<file path="src/rtl/gp_pkg.sv">
// Shared GP-Core divider types: FSM states and the {is_signed, rem_sel} op encoding.
package gp_pkg;

  typedef enum logic [1:0] {
    StIdle,
    StIter,
    StFix,
    StDone
  } div_state_e;

  // Op encoding driven by the decoder onto {is_signed, rem_sel}.
  typedef enum logic [1:0] {
    DIV_Q_U = 2'b00,
    DIV_R_U = 2'b01,
    DIV_Q_S = 2'b10,
    DIV_R_S = 2'b11
  } div_op_e;

endpackage

</file>
<file path="src/rtl/gp_div_step.sv">
// One radix-2 restoring step: shift {rem, quot} left, trial-subtract the divisor magnitude.
module gp_div_step #(
  parameter int unsigned Width = 32
) (
  input  logic [Width:0]   rem_i,
  input  logic [Width-1:0] quot_i,
  input  logic [Width-1:0] divisor_i,
  output logic [Width:0]   rem_o,
  output logic [Width-1:0] quot_o
);

  logic [Width+1:0] shifted;
  logic [Width+1:0] diff;
  logic             fits;

  // One spare bit above the partial remainder keeps the borrow unambiguous.
  always_comb begin
    shifted = {rem_i, quot_i[Width-1]};
    diff    = shifted - {2'b00, divisor_i};
    fits    = ~diff[Width+1];
    rem_o   = fits ? diff[Width:0] : shifted[Width:0];
    quot_o  = {quot_i[Width-2:0], fits};
  end

endmodule

</file>
<file path="src/rtl/gp_divider.sv">
// Iterative restoring divider (DIV/DIVU/REM/REMU) with valid/ready handshakes on both sides.
module gp_divider
  import gp_pkg::*;
#(
  parameter int unsigned WIDTH = 32
) (
  input  logic             clk,
  input  logic             rst_n,
  input  logic             in_valid,
  output logic             in_ready,
  input  logic [WIDTH-1:0] dividend,
  input  logic [WIDTH-1:0] divisor,
  input  logic             is_signed,
  input  logic             rem_sel,
  output logic             out_valid,
  input  logic             out_ready,
  output logic [WIDTH-1:0] result,
  output logic             div_by_zero,
  output logic             overflow
);

  localparam int unsigned CntW = $clog2(WIDTH);

  div_state_e       state_q, state_d;
  logic [CntW-1:0]  count_q, count_d;
  logic [WIDTH:0]   rem_q, rem_d;
  logic [WIDTH-1:0] quot_q, quot_d;
  logic [WIDTH-1:0] dvsr_q, dvsr_d;
  logic             rem_sel_q, rem_sel_d;
  logic             q_neg_q, q_neg_d;
  logic             r_neg_q, r_neg_d;
  logic             ovf_cand_q, ovf_cand_d;
  logic [WIDTH-1:0] result_q, result_d;
  logic             dbz_q, dbz_d;
  logic             ovf_q, ovf_d;

  logic [WIDTH:0]   step_rem;
  logic [WIDTH-1:0] step_quot;
  logic             a_neg, b_neg;
  logic [WIDTH-1:0] quot_fix, rem_fix;

  gp_div_step #(
    .Width(WIDTH)
  ) u_step (
    .rem_i    (rem_q),
    .quot_i   (quot_q),
    .divisor_i(dvsr_q),
    .rem_o    (step_rem),
    .quot_o   (step_quot)
  );

  assign in_ready    = (state_q == StIdle) && rst_n;
  assign out_valid   = (state_q == StDone);
  assign result      = result_q;
  assign div_by_zero = dbz_q;
  assign overflow    = ovf_q;

  always_comb begin
    state_d    = state_q;
    count_d    = count_q;
    rem_d      = rem_q;
    quot_d     = quot_q;
    dvsr_d     = dvsr_q;
    rem_sel_d  = rem_sel_q;
    q_neg_d    = q_neg_q;
    r_neg_d    = r_neg_q;
    ovf_cand_d = ovf_cand_q;
    result_d   = result_q;
    dbz_d      = dbz_q;
    ovf_d      = ovf_q;
    a_neg      = is_signed & dividend[WIDTH-1];
    b_neg      = is_signed & divisor[WIDTH-1];
    quot_fix   = q_neg_q ? -quot_q : quot_q;
    rem_fix    = r_neg_q ? -rem_q[WIDTH-1:0] : rem_q[WIDTH-1:0];

    unique case (state_q)
      StIdle: begin
        if (in_valid) begin
          rem_sel_d  = rem_sel;
          q_neg_d    = a_neg ^ b_neg;
          r_neg_d    = a_neg;
          // Negating the most-negative value leaves its bit pattern, which is its magnitude.
          quot_d     = a_neg ? -dividend : dividend;
          dvsr_d     = b_neg ? -divisor : divisor;
          rem_d      = '0;
          ovf_cand_d = is_signed && (dividend == {1'b1, {(WIDTH-1){1'b0}}}) && (&divisor);
          count_d    = '0;
          if (divisor == '0) begin
            result_d = rem_sel ? dividend : '1;
            dbz_d    = 1'b1;
            ovf_d    = 1'b0;
            state_d  = StDone;
          end else begin
            state_d = StIter;
          end
        end
      end
      StIter: begin
        rem_d   = step_rem;
        quot_d  = step_quot;
        count_d = count_q + 1'b1;
        if (count_q == CntW'(WIDTH - 1)) begin
          state_d = StFix;
        end
      end
      StFix: begin
        result_d = rem_sel_q ? rem_fix : quot_fix;
        dbz_d    = 1'b0;
        ovf_d    = ovf_cand_q;
        state_d  = StDone;
      end
      StDone: begin
        if (out_ready) begin
          state_d = StIdle;
        end
      end
      default: state_d = StIdle;
    endcase
  end

  always_ff @(posedge clk) begin
    if (!rst_n) begin
      state_q    <= StIdle;
      count_q    <= '0;
      rem_q      <= '0;
      quot_q     <= '0;
      dvsr_q     <= '0;
      rem_sel_q  <= 1'b0;
      q_neg_q    <= 1'b0;
      r_neg_q    <= 1'b0;
      ovf_cand_q <= 1'b0;
      result_q   <= '0;
      dbz_q      <= 1'b0;
      ovf_q      <= 1'b0;
    end else begin
      state_q    <= state_d;
      count_q    <= count_d;
      rem_q      <= rem_d;
      quot_q     <= quot_d;
      dvsr_q     <= dvsr_d;
      rem_sel_q  <= rem_sel_d;
      q_neg_q    <= q_neg_d;
      r_neg_q    <= r_neg_d;
      ovf_cand_q <= ovf_cand_d;
      result_q   <= result_d;
      dbz_q      <= dbz_d;
      ovf_q      <= ovf_d;
    end
  end

endmodule

</file>
<file path="config.mk">
export PLATFORM = sky130hd
export DESIGN_NAME = gp_divider
export DESIGN_NICKNAME = d
export VERILOG_FILES = /design/src/rtl/gp_pkg.sv /design/src/rtl/gp_div_step.sv /design/src/rtl/gp_divider.sv
export SDC_FILE = /design/constraint.sdc
export NUM_CORES = 1
export LEC_CHECK = 0
export BUFFER_PORTS_ARGS = -buffer_cell sky130_fd_sc_hd__clkbuf_2
export CAP_MARGIN = 25
export CORE_MARGIN = 1.5
export CORE_UTILIZATION = 40
export CTS_BUF_LIST = sky130_fd_sc_hd__clkbuf_16
export DETAILED_ROUTE_END_ITERATION = 6
export PLACE_DENSITY = 0.65
export SLEW_MARGIN = 10
export SYNTH_ARGS = -nofsm -noshare
export SYNTH_HDL_FRONTEND = slang
export SYNTH_SLANG_ARGS = --single-unit
</file>
<file path="constraint.sdc">
create_clock -name clk -period 10.4 [get_ports clk]
set_input_delay 3.12 -clock clk [delete_from_list [all_inputs] [get_ports clk]]
set_output_delay 3.12 -clock clk [all_outputs]
set_load 0.01 [all_outputs]
</file>
==> summary.txt, run 1 <==
Timing
  – Least-Margin Pin Slew: 0.9967 ns
  – Setup violators final: 0
  – Max_slew headroom: 33.31%
  – Clock period minus final worst setup slack: 7.041 ns
  – Slew Limit Fails: 0
  – Unrepaired setup endpoints after global routing: no
  – Max Clock Skew: roughly 0.01 ns
  – Hold Fails Final Rpt: 0
  – Final hold slack: 0.4527 ns
  – F_max: ~140 MHz
  – Setup TNS Final: 0 ns
  – Final period utilization: 67.70%

Drt
  – Drt via density: between 5 and 6
  – Avg WL per Cell: 17.39 um
  – 1st-iter DRT viols: 755
  – TritonRoute pass-1 iters: 5
  – DRC Markers: 0
  – WL final: 31800 um
  – Via count: 10390
  – DRT antenna net count: 0

Pwr
  – PwrDens: around 170 nW/um^2
  – Final Total Pwr: 0.001966 W
  – Max VDD drop: 0.0001131 V
  – Leak Pwr: 4.535 nW

Yosys
  – Post-synth top area share: 27.15%
  – EDFF count, synth: 0
  – FF+latch count, synth: between 100 and 150
  – Post-synth top flop: dfxtp_1
  – Synth warn: 0
  – Simple-gate share of the synthesized area: a little over a fifth
  – Seq/Total Area, Yosys: between 20 and 30%
  – Largest family of logic cells by synthesized area: compound AO/OA/AOI/OAI gates
  – Syn nets: 1545
  – Syn avg cell area: 7.316 um^2
  – Mux share of post-synthesis cell area: 3.060%
  – Adder-cell area share of the yosys netlist: 5.330%
  – Largest area contributor in the netlist: dfxtp_1
  – Cells after Synth: 1431
  – Synth cell types: 71
  – Post-synth ARST share: 0%
  – Post-Synth XOR/XNOR Area: 11.55%
  – Post-synthesis cell area: 10470 um^2
  – Synth Area in Compound Gates: 26.10%
  – Largest cells by area after synthesis: dfxtp_1 27%, xnor2_1 7.3%, o21ai_0 6.7%

GRT
  – Global-route wire length before repair: 50670 um
  – Total gr overflow: 0
  – Gr usage total: a little under a quarter
  – Initial antenna violation count: 1
  – Vias in the first global route: about 9600
  – Pin count of the biggest net entering global routing: 88

Setup path
  – Worst EP required: ~7.3 ns
  – Data arrival, critical path: 3.92 ns
  – Crit Path Class: input port to output port
  – Worst setup SP type: input port
  – CP max FO: 32
  – Worst setup EP type: output port

Final layout
  – Area Overhead vs Synth: 12.85%
  – Fillers: 2657
  – Commonest non-fill, non-tap cell in the layout: nand2_1
  – Most frequent cells in the layout: 187 x nand2_1, 142 x dfxtp_1, 141 x o21ai_0, 128 x a21oi_1, 122 x nor2_1
  – Layout cell share with drive strength beyond 1: 11.18%
  – Final net count: around 1600
  – Diodes inserted: 0

Clocking
  – H-tree depth: 4
  – Clock tree sinks: 142
  – CTS tree: yes
  – # Post-CTS Setup Buffers: 0
  – CTS buffer count: 17
  – CTS resizes: 0
  – Clock Tree Buf Depth: 2
  – Clock root buffer: clkbuf_16
  – Hold Buf Count CTS: 0
  – Clock transition at path regs: 0.06 ns
  – Skew-Pair Late Insertion Delay: ~0.43 ns

Placed design
  – Final GP Congestion: 0.9226
  – DP HPWL: 23330 um
  – Number of buffers added on ports: about 110

Status
  – Status: complete, no violations

Die
  – Rows: between 50 and 60
  – Die span in y: between 150 and 200 um
  – Initial Util: 40.52%
  – Core ar.: 25840 um^2
  – Die Area: 27150 um^2
  – Top-level port count: 106
  – Die W: 164.8 um

Hold path
  – Worst min path class: register to register

Run
  – Max-Cap Viols: 0
==> where the power goes <==
part	internal [W]	total (W)	switching, W
Combinational	0.000239	0.000659	0.000419
Clock	0.000396	0.000640	0.000244
Sequential	0.000602	0.000667	0.0000653
==> stage by stage <==
step / instances / area (um^2) / worst slack, ns / utilization, %
after floorplan: 1431 / 10470 / 3.405 / -
after global placement: 1795 / 11180 / 3.342 / 43.29
after detailed placement: 1795 / 11180 / 3.350 / 43.29
after CTS: 1827 / 11790 / 3.349 / 45.62
after global routing: 1829 / 11810 / 3.309 / 45.72
final: 1829 / 11810 / 3.359 / 45.72
==> state kept, by name, indices dropped and copies added (netlist names) <==
name / count
count_q: 5
div_by_zero: 1
dvsr_q: 32
overflow: 1
ovf_cand_q: 1
q_neg_q: 1
quot_q: 32
r_neg_q: 1
rem_q: 33
rem_sel_q: 1
result: 32
state_q: 2
==> logic make-up after synthesis <==
group / Yosys count
adders and majority gates: 44
buffers and inverters: 147
muxes: 32
and+or+nand+nor: 484
DFF: 142
xor gates and xnor gates: 138
AOI/OAI and AO/OA: 444
==> area by class of cell <==
type	count	area, um^2	share of cell area [%]
Multi-Input combinational cell	1142	7078	59.91
Inverter	57	214.0	1.811
Clock inverter	15	177.7	1.504
Timing Repair Buffer	121	656.9	5.560
Sequential cell	142	2843	24.06
Clock buffer	17	425.4	3.601
Tap cell	335	419.2	3.548
==> cells in the mapped netlist, types with 13 or more instances <==
| cell type | n |
|---|---|
| o21ai_0 | 141 |
| o211ai_1 | 17 |
| nand2_1 | 187 |
| a211oi_1 | 31 |
| ha_1 | 43 |
| nand3_1 | 38 |
| nor2_1 | 123 |
| xnor2_1 | 87 |
| nand4_1 | 13 |
| and3_1 | 13 |
| nor3_1 | 27 |
| xor2_1 | 51 |
| or3_1 | 18 |
| a21oi_1 | 128 |
| o31ai_1 | 26 |
| dfxtp_1 | 142 |
| clkbuf_1 | 78 |
| mux2i_1 | 32 |
| inv_1 | 56 |
==> critical path: stages <==
cell	delay (ns)
clkbuf_2	0.07
buf_4	0.34
inv_2	0.07
nor2_1	0.16
clkbuf_2	0.16
==> metal layers <==
metal | wire [um] | track usage [%] | share of wire (%) | vias up
met5 | 13 | 0 | 0.041 | -
li1 | - | - | - | 5220
met3 | 1695 | 2.888 | 5.3 | 41
met2 | 14370 | 38.66 | 45 | 320
met4 | 498 | 6.347 | 1.6 | 2
met1 | 15220 | 32.72 | 48 | 4806
==> path summary, 6_finish.rpt <==
path                                 start    endpoint  slack, ns  cells after the start
worst min register to register  dvsr_q[16]  dvsr_q[16]       0.45                      2
worst min-delay path            dvsr_q[16]  dvsr_q[16]       0.45                      2
worst max-delay path                 rst_n    in_ready       3.36                      5
worst max register to register    rem_q[3]   rem_q[32]       6.34                     11
Note: power is estimated with default switching activity, not from simulation.
==> inputs of run 2 (changes only) <==
--- a/config.mk
+++ b/config.mk
@@ -11,7 +11,7 @@
 export CORE_UTILIZATION = 40
 export CTS_BUF_LIST = sky130_fd_sc_hd__clkbuf_16
 export DETAILED_ROUTE_END_ITERATION = 6
-export PLACE_DENSITY = 0.65
+export PLACE_DENSITY = 0.67
 export SLEW_MARGIN = 10
 export SYNTH_ARGS = -nofsm -noshare
 export SYNTH_HDL_FRONTEND = slang
==> constraint.sdc (replaced) <==
create_clock -name clk -period 6.23 [get_ports clk]
set_input_delay 1.869 -clock clk [delete_from_list [all_inputs] [get_ports clk]]
set_output_delay 1.869 -clock clk [all_outputs]
set_load 0.01 [all_outputs]
==> run 2 against run 1 <==
Count of clock-buffer cells in the layout did not move. Sequential cell count unchanged. Via count rose by 1.0%. Wire length is 0.56% lower. Cell count about the same. Sequential share of layout area is essentially flat.
==> summary.txt, run 2 (same netlist as run 1, synthesis figures left out) <==
Pwr
  – Leak Pwr: 4.536 nW (about the same)
  – PwrDens: 276.2 nW/um^2 (+66%)
  – Max VDD drop: 0.0001924 V (+70%)

Timing
  – Max Clock Skew: 0.009235 ns (-0.0006629 ns)
  – Final period utilization: a little under three quarters
  – Clock period minus final worst setup slack: 4.454 ns
  – Hold Fails Final Rpt: 0 (unchanged)
  – Least-Margin Pin Slew: 1.002 ns (+0.004950 ns)
  – F_max: 224.5 MHz
  – Setup violators final: 0 (unchanged)
  – Slew Limit Fails: 0 (unchanged)
  – Max_slew headroom: 33.22% (-0.084 points)
  – Unrepaired setup endpoints after global routing: no
  – Setup TNS Final: 0 ns (unchanged)

Final layout
  – Max reg flops: 33 (unchanged)
  – Register Area: 2843 um^2 (unchanged)
  – Diodes inserted: 0 (unchanged)
  – Area of the multi-input gates: 7078 um^2 (unchanged)
  – Fillers: 2654 (-0.11%)
  – Most frequent cells in the layout: 187 x nand2_1, 142 x dfxtp_1, 141 x o21ai_0, 128 x a21oi_1, 122 x nor2_1
  – Top reg by flops: rem_q
  – Commonest non-fill, non-tap cell in the layout: nand2_1
  – Post-route design area: 11810 um^2 (about the same)
  – Final net count: 1594 (-0.063%)
  – Area Overhead vs Synth: 12.80% (about the same)
  – Layout cell share with drive strength beyond 1: 11.05% (-0.13 points)

Clocking
  – CTS resizes: 0 (unchanged)
  – Clock root buffer: clkbuf_16
  – Clock transition at path regs: 0.06 ns (about the same)
  – CTS buffer count: 17 (unchanged)
  – H-tree depth: 4 (unchanged)
  – Clock Tree Buf Depth: 2 (unchanged)
  – # Post-CTS Setup Buffers: 0 (unchanged)
  – Hold Buf Count CTS: 0 (unchanged)
  – Skew-Pair Late Insertion Delay: 0.43 ns (about the same)
  – Clock tree sinks: 142 (unchanged)
  – CTS tree: yes

Drt
  – DRT antenna net count: 0 (unchanged)
  – TritonRoute pass-1 iters: 7 (+2)
  – Via count: 10500 (+1.0%)
  – DRC Markers: 0 (unchanged)
  – Drt via density: 5.742 (+1.1%)
  – 1st-iter DRT viols: 915 (+21%)
  – Avg WL per Cell: 17.30 um (-0.51%)
  – WL final: 31620 um (-0.56%)

GRT
  – Initial antenna violation count: 0 (-1)
  – Pin count of the biggest net entering global routing: 88 (unchanged)
  – Global-route wire length before repair: 49320 um (-2.7%)
  – Gr usage total: 23.09% (-0.55 points)
  – Total gr overflow: 0 (unchanged)
  – Vias in the first global route: 9369 (-2.4%)

Die
  – Rows: 59 (unchanged)
  – Initial Util: 40.52% (unchanged)
  – Top-level port count: 106 (unchanged)
  – Die Area: 27150 um^2 (unchanged)
  – Core ar.: 25840 um^2 (unchanged)
  – Die span in y: 164.8 um (unchanged)
  – Die W: 164.8 um (unchanged)

Setup path
  – Crit Path Class: input port to register
  – Data arrival, critical path: 4.82 ns (+0.90 ns)
  – CP max FO: 46 (+44%)
  – Worst setup EP type: register
  – Worst EP required: 6.59 ns (-0.69 ns)
  – Worst setup SP type: input port

Placed design
  – Number of buffers added on ports: 105 (unchanged)
  – DP HPWL: 23580 um (+1.1%)
  – Final GP Congestion: 0.9230 (about the same)
  – Post-DP Area: 11200 um^2 (+0.11%)

Status
  – Status: complete, no violations

Run
  – Max-Cap Viols: 0 (unchanged)

Hold path
  – Worst min path class: register to register
[run 2: critical path, stage by stage]
cell and delay [ns]:
clkbuf_2 0.13, or4_1 0.56, or3_4 0.37, nor3_4 0.26, nand3_2 0.12, or4_4 0.56, a21boi_4 0.16, buf_4 0.32
a221oi_1 0.28, a21oi_1 0.07, nor2_1 0.09
[run 2: path summary, 6_finish.rpt]
| check | from | end | slack, ns | depth (start not counted) |
|---|---|---|---|---|
| worst max register to register | rem_q[3] | rem_q[10] | 2.14 | 11 |
| worst max-delay path | divisor[5] | result[3] | 1.78 | 11 |
| worst min register to register | dvsr_q[18] | dvsr_q[18] | 0.45 | 2 |
| worst min-delay path | dvsr_q[18] | dvsr_q[18] | 0.45 | 2 |
[run 2: through the flow]
stage / worst slack, ns / hold WS, ns / utilization (%) / power [W] / instances
floorplan: 1.737 / 0.4319 / - / 0.001912 / 1431
global placement: 1.424 / 0.4388 / 43.23 / 0.002208 / 1793
detailed placement: 1.318 / 0.4450 / 43.34 / 0.002228 / 1794
CTS: 1.771 / 0.4536 / 45.59 / 0.003256 / 1826
global route: 1.640 / 0.4911 / 45.70 / 0.003432 / 1828
finish: 1.776 / 0.4542 / 45.70 / 0.003262 / 1828
[run 2: report_power, final]
group          internal [W]  switching, W  leakage, nW
logic              0.000403      0.000715         3.09
registers           0.00100      0.000107         1.16
clock network      0.000620      0.000412        0.291
total               0.00203       0.00123         4.54
[run 2: area by class of cell]
class	instances	area share, %
clock inverters	15	1.324
multi-input cells	1142	59.94
flip-flops and latches	142	24.07
well taps	335	3.549
inverters	57	1.812
clock buffers	17	3.602
repair buffers	120	5.700
[run 2: layer usage]
layer	part of all wire (%)	vias to the layer above	GRT usage, %
met5	0	-	0
met4	2.5	0	7.985
met3	6.7	54	4.219
met2	45	363	36.38
met1	46	4848	31.53
li1	-	5232	-
